File: config.mk
export PLATFORM = sky130hd
export DESIGN_NAME = step_clock_ctrl
export DESIGN_NICKNAME = d
export VERILOG_FILES = /design/src/rtl/step_clock_ctrl.sv
export SDC_FILE = /design/constraint.sdc
export NUM_CORES = 1
export LEC_CHECK = 0
export ABC_AREA = 0
export CAP_MARGIN = 20
export CORE_MARGIN = 4
export CORE_UTILIZATION = 25
export DETAILED_ROUTE_END_ITERATION = 16
export PLACE_DENSITY_LB_ADDON = 0.2
export SLEW_MARGIN = 20
export SYNTH_ARGS = -nofsm -noshare
export SYNTH_HDL_FRONTEND = slang
export SYNTH_SLANG_ARGS = --single-unit
File: constraint.sdc
create_clock -name BasysCLK -period 1.4 [get_ports BasysCLK]
set_input_delay 0.28 -clock BasysCLK [delete_from_list [all_inputs] [get_ports BasysCLK]]
set_output_delay 0.28 -clock BasysCLK [all_outputs]
set_load 0.01 [all_outputs]
File: src/rtl/step_clock_ctrl.sv
// step_clock_ctrl: turns button step pulses into CPU clock-enable strobes, with sticky halt.
// Defining STEP_CLK_AUTORUN_EN adds free-running mode driven by RunSwitch.
module step_clock_ctrl #(
  parameter int RUN_DIV = 50_000_000,
  parameter int DIV_W = 26,
  parameter int CNT_W = 16
) (
  input  logic             BasysCLK,
  input  logic             Reset,
  input  logic             StepPulse,
  input  logic             RunSwitch,
  input  logic             HaltReq,
  output logic             CPUCE,
  output logic [1:0]       Mode,
  output logic             Halted,
  output logic [CNT_W-1:0] StepCount
);
  typedef enum logic [1:0] {IDLE = 2'b00, RUN = 2'b01, HALT = 2'b10} state_t;
  state_t state, state_n;
  logic ce_n;
`ifdef STEP_CLK_AUTORUN_EN
  logic [1:0] sync;
  logic run_s;
  logic [DIV_W-1:0] div, div_n;
  logic tc;
  assign run_s = sync[1];
  assign tc = div == DIV_W'(RUN_DIV - 1);
  // Prescaler only advances while staying in RUN; any exit or wrap returns it to 0.
  assign div_n = (state == RUN && run_s && !HaltReq && !tc) ? div + 1'b1 : '0;
  always_ff @(posedge BasysCLK)
    if (Reset) begin
      sync <= '0;
      div  <= '0;
    end else begin
      sync <= {sync[0], RunSwitch};
      div  <= div_n;
    end
`else
  logic unused_run;
  logic [DIV_W-1:0] unused_div;
  assign unused_run = RunSwitch;
  assign unused_div = DIV_W'(RUN_DIV - 1);
`endif
  always_comb begin
    state_n = state;
    ce_n = 1'b0;
    if (state != HALT && HaltReq) state_n = HALT;
    else if (state == IDLE) begin
      ce_n = StepPulse;
`ifdef STEP_CLK_AUTORUN_EN
      state_n = run_s ? RUN : IDLE;
    end else if (state == RUN) begin
      state_n = run_s ? RUN : IDLE;
      ce_n = run_s && tc;
`endif
    end
  end
  always_ff @(posedge BasysCLK)
    if (Reset) begin
      state     <= IDLE;
      CPUCE     <= 1'b0;
      Halted    <= 1'b0;
      StepCount <= '0;
    end else begin
      state     <= state_n;
      CPUCE     <= ce_n;
      Halted    <= state_n == HALT;
      StepCount <= StepCount + CNT_W'(CPUCE);
    end
  assign Mode = state;
endmodule

Yosys cells after proc, flatten, opt, wreduce, memory -nomap -nowiden
Index checks and enable logic that the tools add are counted.
{ "word_totals": {"elab_cells": 12, "register_bits": 20, "output_inout_bits": 20} }
{ "classes": {"bitwise": 1, "addsub": 1, "eq_ne": 2, "mux": 1, "n_reduce_logical": 3} }
{ "ops": {"columns": ["operator", "count"], "rows": [
  ["16-bit by 1-bit adder with 16-bit output", 1],
  ["3-bit OR reduction", 1],
  ["2-bit == test, second input constant", 1],
  ["2-bit logical NOT", 1],
  ["2-bit two-way mux", 1],
  ["2-bit != test, second input constant", 1],
  ["1-bit logical AND", 1],
  ["1-bit inverter", 1]
]} }

Longest topological paths before layout
{ "depth": {"word_depth": 4, "mapped_depth": 5, "ltp_nobuf": 5} }

Worst setup path after synthesis
OpenSTA, ideal clock, no wires.
{ "synth_path": {"path_type": "flip-flop to flip-flop", "startpoint": "reg CPUCE", "endpoint": "reg StepCount[12]", "synth_period_minus_slack_ps": 1618, "path_buffers": 0, "setup_time_ps": 71, "required_ps": 1329, "t_arrival_ps": 1547, "stages_incl_launch_ff": 6, "slack_ps": -218, "path_cell_list": "dfxtp_1 -> ha_1 -> ha_1 -> nand4_4 -> or4_1 -> a21oi_1"} }
{ "synth_via": {"elab_chain_len": 1} }
{ "synth_lines": {"columns": ["item", "line", "rtl"], "rows": [
  ["from (decl)", "13", "output logic CPUCE,"],
  ["from (signal assigned)", "66", "CPUCE <= ce_n;"],
  ["16-bit by 1-bit adder with 16-bit output", "68", "StepCount <= StepCount + CNT_W'(CPUCE);"],
  ["to (signal assigned)", "68", null],
  ["to (decl)", "16", "output logic [CNT_W-1:0] StepCount"]
]} }
Every way passes these cells.
A chain may end at the register's enable or synchronous reset.

Worst setup path in the final report
{ "layout_path": {"startpoint": "reg CPUCE", "endpoint": "reg StepCount[8]"} }
The elaborated chain is that of the path after synthesis.

==> results.yml <==
layout:
  diodes: 0
  fillers: 374
  final_cell_mix: "buf_4 (22), dlygate4sd2_1 (17), nor2_1 (11), dfxtp_1 (9), dfxtp_2 (8)"
  area_growth_pct: 70.37
  drive_gt1_frac: 0.4375
  final_common_cell: "buf_4"
  nets: 153
  post-route-util: 0.4449
drt:
  drc: 0
  viasPerCell: 4.605
  drt_iter0_markers: 48
  wl_microns: 2279
  vias: 875
  wl_per_cell_microns: 11.99
  first_pass_iters: 4
  antenna_left: 0
global_routing:
  grt_pass1_wl_microns: 3801
  grt_max_degree: 12
  overflow: 0
  antenna_found_initial: 0
  first_global_vias: 888
  grtUsageTotal: 0.1096
sta:
  slew_violations: 0
  layout_setup_ws_ns: -0.03762
  skew_ns: 0.009186
  rsz0062_at_grt: "true"
  post-route-min-period_ns: 1.438
  worst_pin_slew_ns: 0.2974
  holdWs_ns: 0.4932
  hold_violations: 0
  fin_crit_sh: 1.027
  setup_viol: 6
  fmax_mhz: 695.6
  relSlewSlack: 0.7999
synthesis:
  syn_area_per_cell_sq_um: 9.344
  netlist_area_sq_um: 878.3
  yosysWarnings: 0
  syn_nets: 102
  ys_seq_area_frac: 0.4558
  ys_types: 22
  synth-seq-cells: 20
  synthCells: 94
worst_hold_path:
  hold_path.class: "flop to flop"
  hp-start: "Mode[0]"
pwr:
  p_per_area_mw_per_mm2: 607.6
  p_leak_nw: 0.6356
  finalPower_w: 0.0009093
  ir_worst_vdd_mv: 0.2516
worst_setup_path:
  critPathMaxFanout: 5
  r2r_start: "CPUCE"
  cp.arrival_ns: 1.68
  crit_required_ns: 1.64
  start_kind: "flop"
  criticalPathCategory: "flop to flop"
  startpoint: "CPUCE"
  worstSetupEndpointType: "flop"
floorplan:
  start_util: 0.2612
  io-pin-count: 25
  die_w_microns: 67.28
  dieArea_sq_mm: 0.004526
  coreArea_sq_mm: 0.003363
  core.rowCount: 21
  die_y_microns: 67.28
placement:
  dp_hpwl_microns: 1720
  io_buffers: 23
  dp_slack_ns: -0.07121
  routabilityCongestion: 0.7195
clock_tree:
  clockBufferDepth: 2
  cts.sinks: 20
  root_buffer: "clkbuf_4"
  cts_buffers: 3
  cts_hold_buf: 0
  clkTransAtPathRegs_ns: 0.11
  htreeDepth: 1
  clk_latency_ns: 0.30
  cts_tree: "yes"
flow_run:
  drv_cap: 0
status:
  status: "finished with violations"
  violations: "setup timing"
==> power by group <==
part           switching (W)  internal, W  total (W)
clock               0.000170     0.000111   0.000281
combinational      0.0000255    0.0000256  0.0000510
sequential        0.00000595     0.000571   0.000577
==> critical path, stage by stage (launching register included) <==
cell     delay (ns)
dfxtp_4        0.38
ha_4           0.15
ha_4           0.14
nand4_4        0.11
buf_6          0.15
or3_4          0.32
a21oi_2        0.11
==> registers in the layout, indices dropped and copies added, names as in the netlist <==
register,cells
CPUCE,1
Halted,1
Mode,2
StepCount,16
==> kinds of logic after synthesis <==
kind of cell | after synthesis | share of synthesized area
adder cells (fa/ha/maj) | 3 | 0.04274
flip-flops | 20 | 0.4558
multiplexers | 4 | 0.05128
buffers and inverters | 7 | 0.02992
AO/OA/AOI/OAI | 15 | 0.09686
AND/OR/NAND/NOR | 42 | 0.2935
XOR/XNOR | 3 | 0.02992
==> routing by layer <==
layer | GRT usage | share of wire
met1 | 0.1231 | 0.44
met2 | 0.1914 | 0.49
met3 | 0.03827 | 0.061
met4 | 0.03797 | 0.0057
met5 | 0 | 0
==> timing repair <==
item                       CTS  global route
resized for setup           32            15
pin swaps                    8             8
setup endpoints to repair   28            12
buffers inserted             1             0
==> synthesized netlist by cell type <==
master | number | area, sq um
nand4_1 | 3 | 18.77
mux2_2 | 4 | 45.04
nor4_1 | 5 | 31.28
or3_2 | 1 | 7.510
a21oi_1 | 8 | 40.04
nor2_1 | 11 | 41.29
nand4_4 | 2 | 42.54
nand3_1 | 4 | 20.02
o21ai_0 | 3 | 15.01
xnor2_1 | 1 | 8.760
or3_1 | 2 | 12.51
nor3_1 | 1 | 5.000
o31ai_1 | 4 | 30.03
and2_1 | 1 | 6.260
xor2_1 | 2 | 17.52
or4_1 | 4 | 30.03
inv_1 | 5 | 18.77
dfxtp_1 | 20 | 400.4
clkbuf_1 | 2 | 7.510
ha_1 | 3 | 37.54
nor2b_1 | 5 | 31.28
nand2_1 | 3 | 11.26
==> through the flow <==
stage                     cell area (sq um)    TNS, ns  cells
after floorplan                       920.9  -0.009262     94
after global placement                 1394    -0.1536    185
after detailed placement               1394    -0.2288    185
after CTS                              1436    -0.3308    190
after global routing                   1496    -0.7241    190
final                                  1496    -0.1380    190
==> final timing paths <==
kind	slack [ns]	endpoint	cells after the start
setup / recovery	-0.04	StepCount[8]	6
hold / removal	0.49	Mode[0]	2
setup reg to reg	-0.04	StepCount[8]	6
hold reg to reg	0.49	Mode[0]	2
==> area by class of cell <==
class,instances,area (sq um),share of cell area
clock buffers,4,26.28,0.01756
inverters,5,18.77,0.01254
multi-input cells,67,554.3,0.3704
flip-flops and latches,20,421.7,0.2818
well taps,46,57.56,0.03846
repair buffers,48,417.9,0.2793
Note: power is estimated with default switching activity, not from simulation.
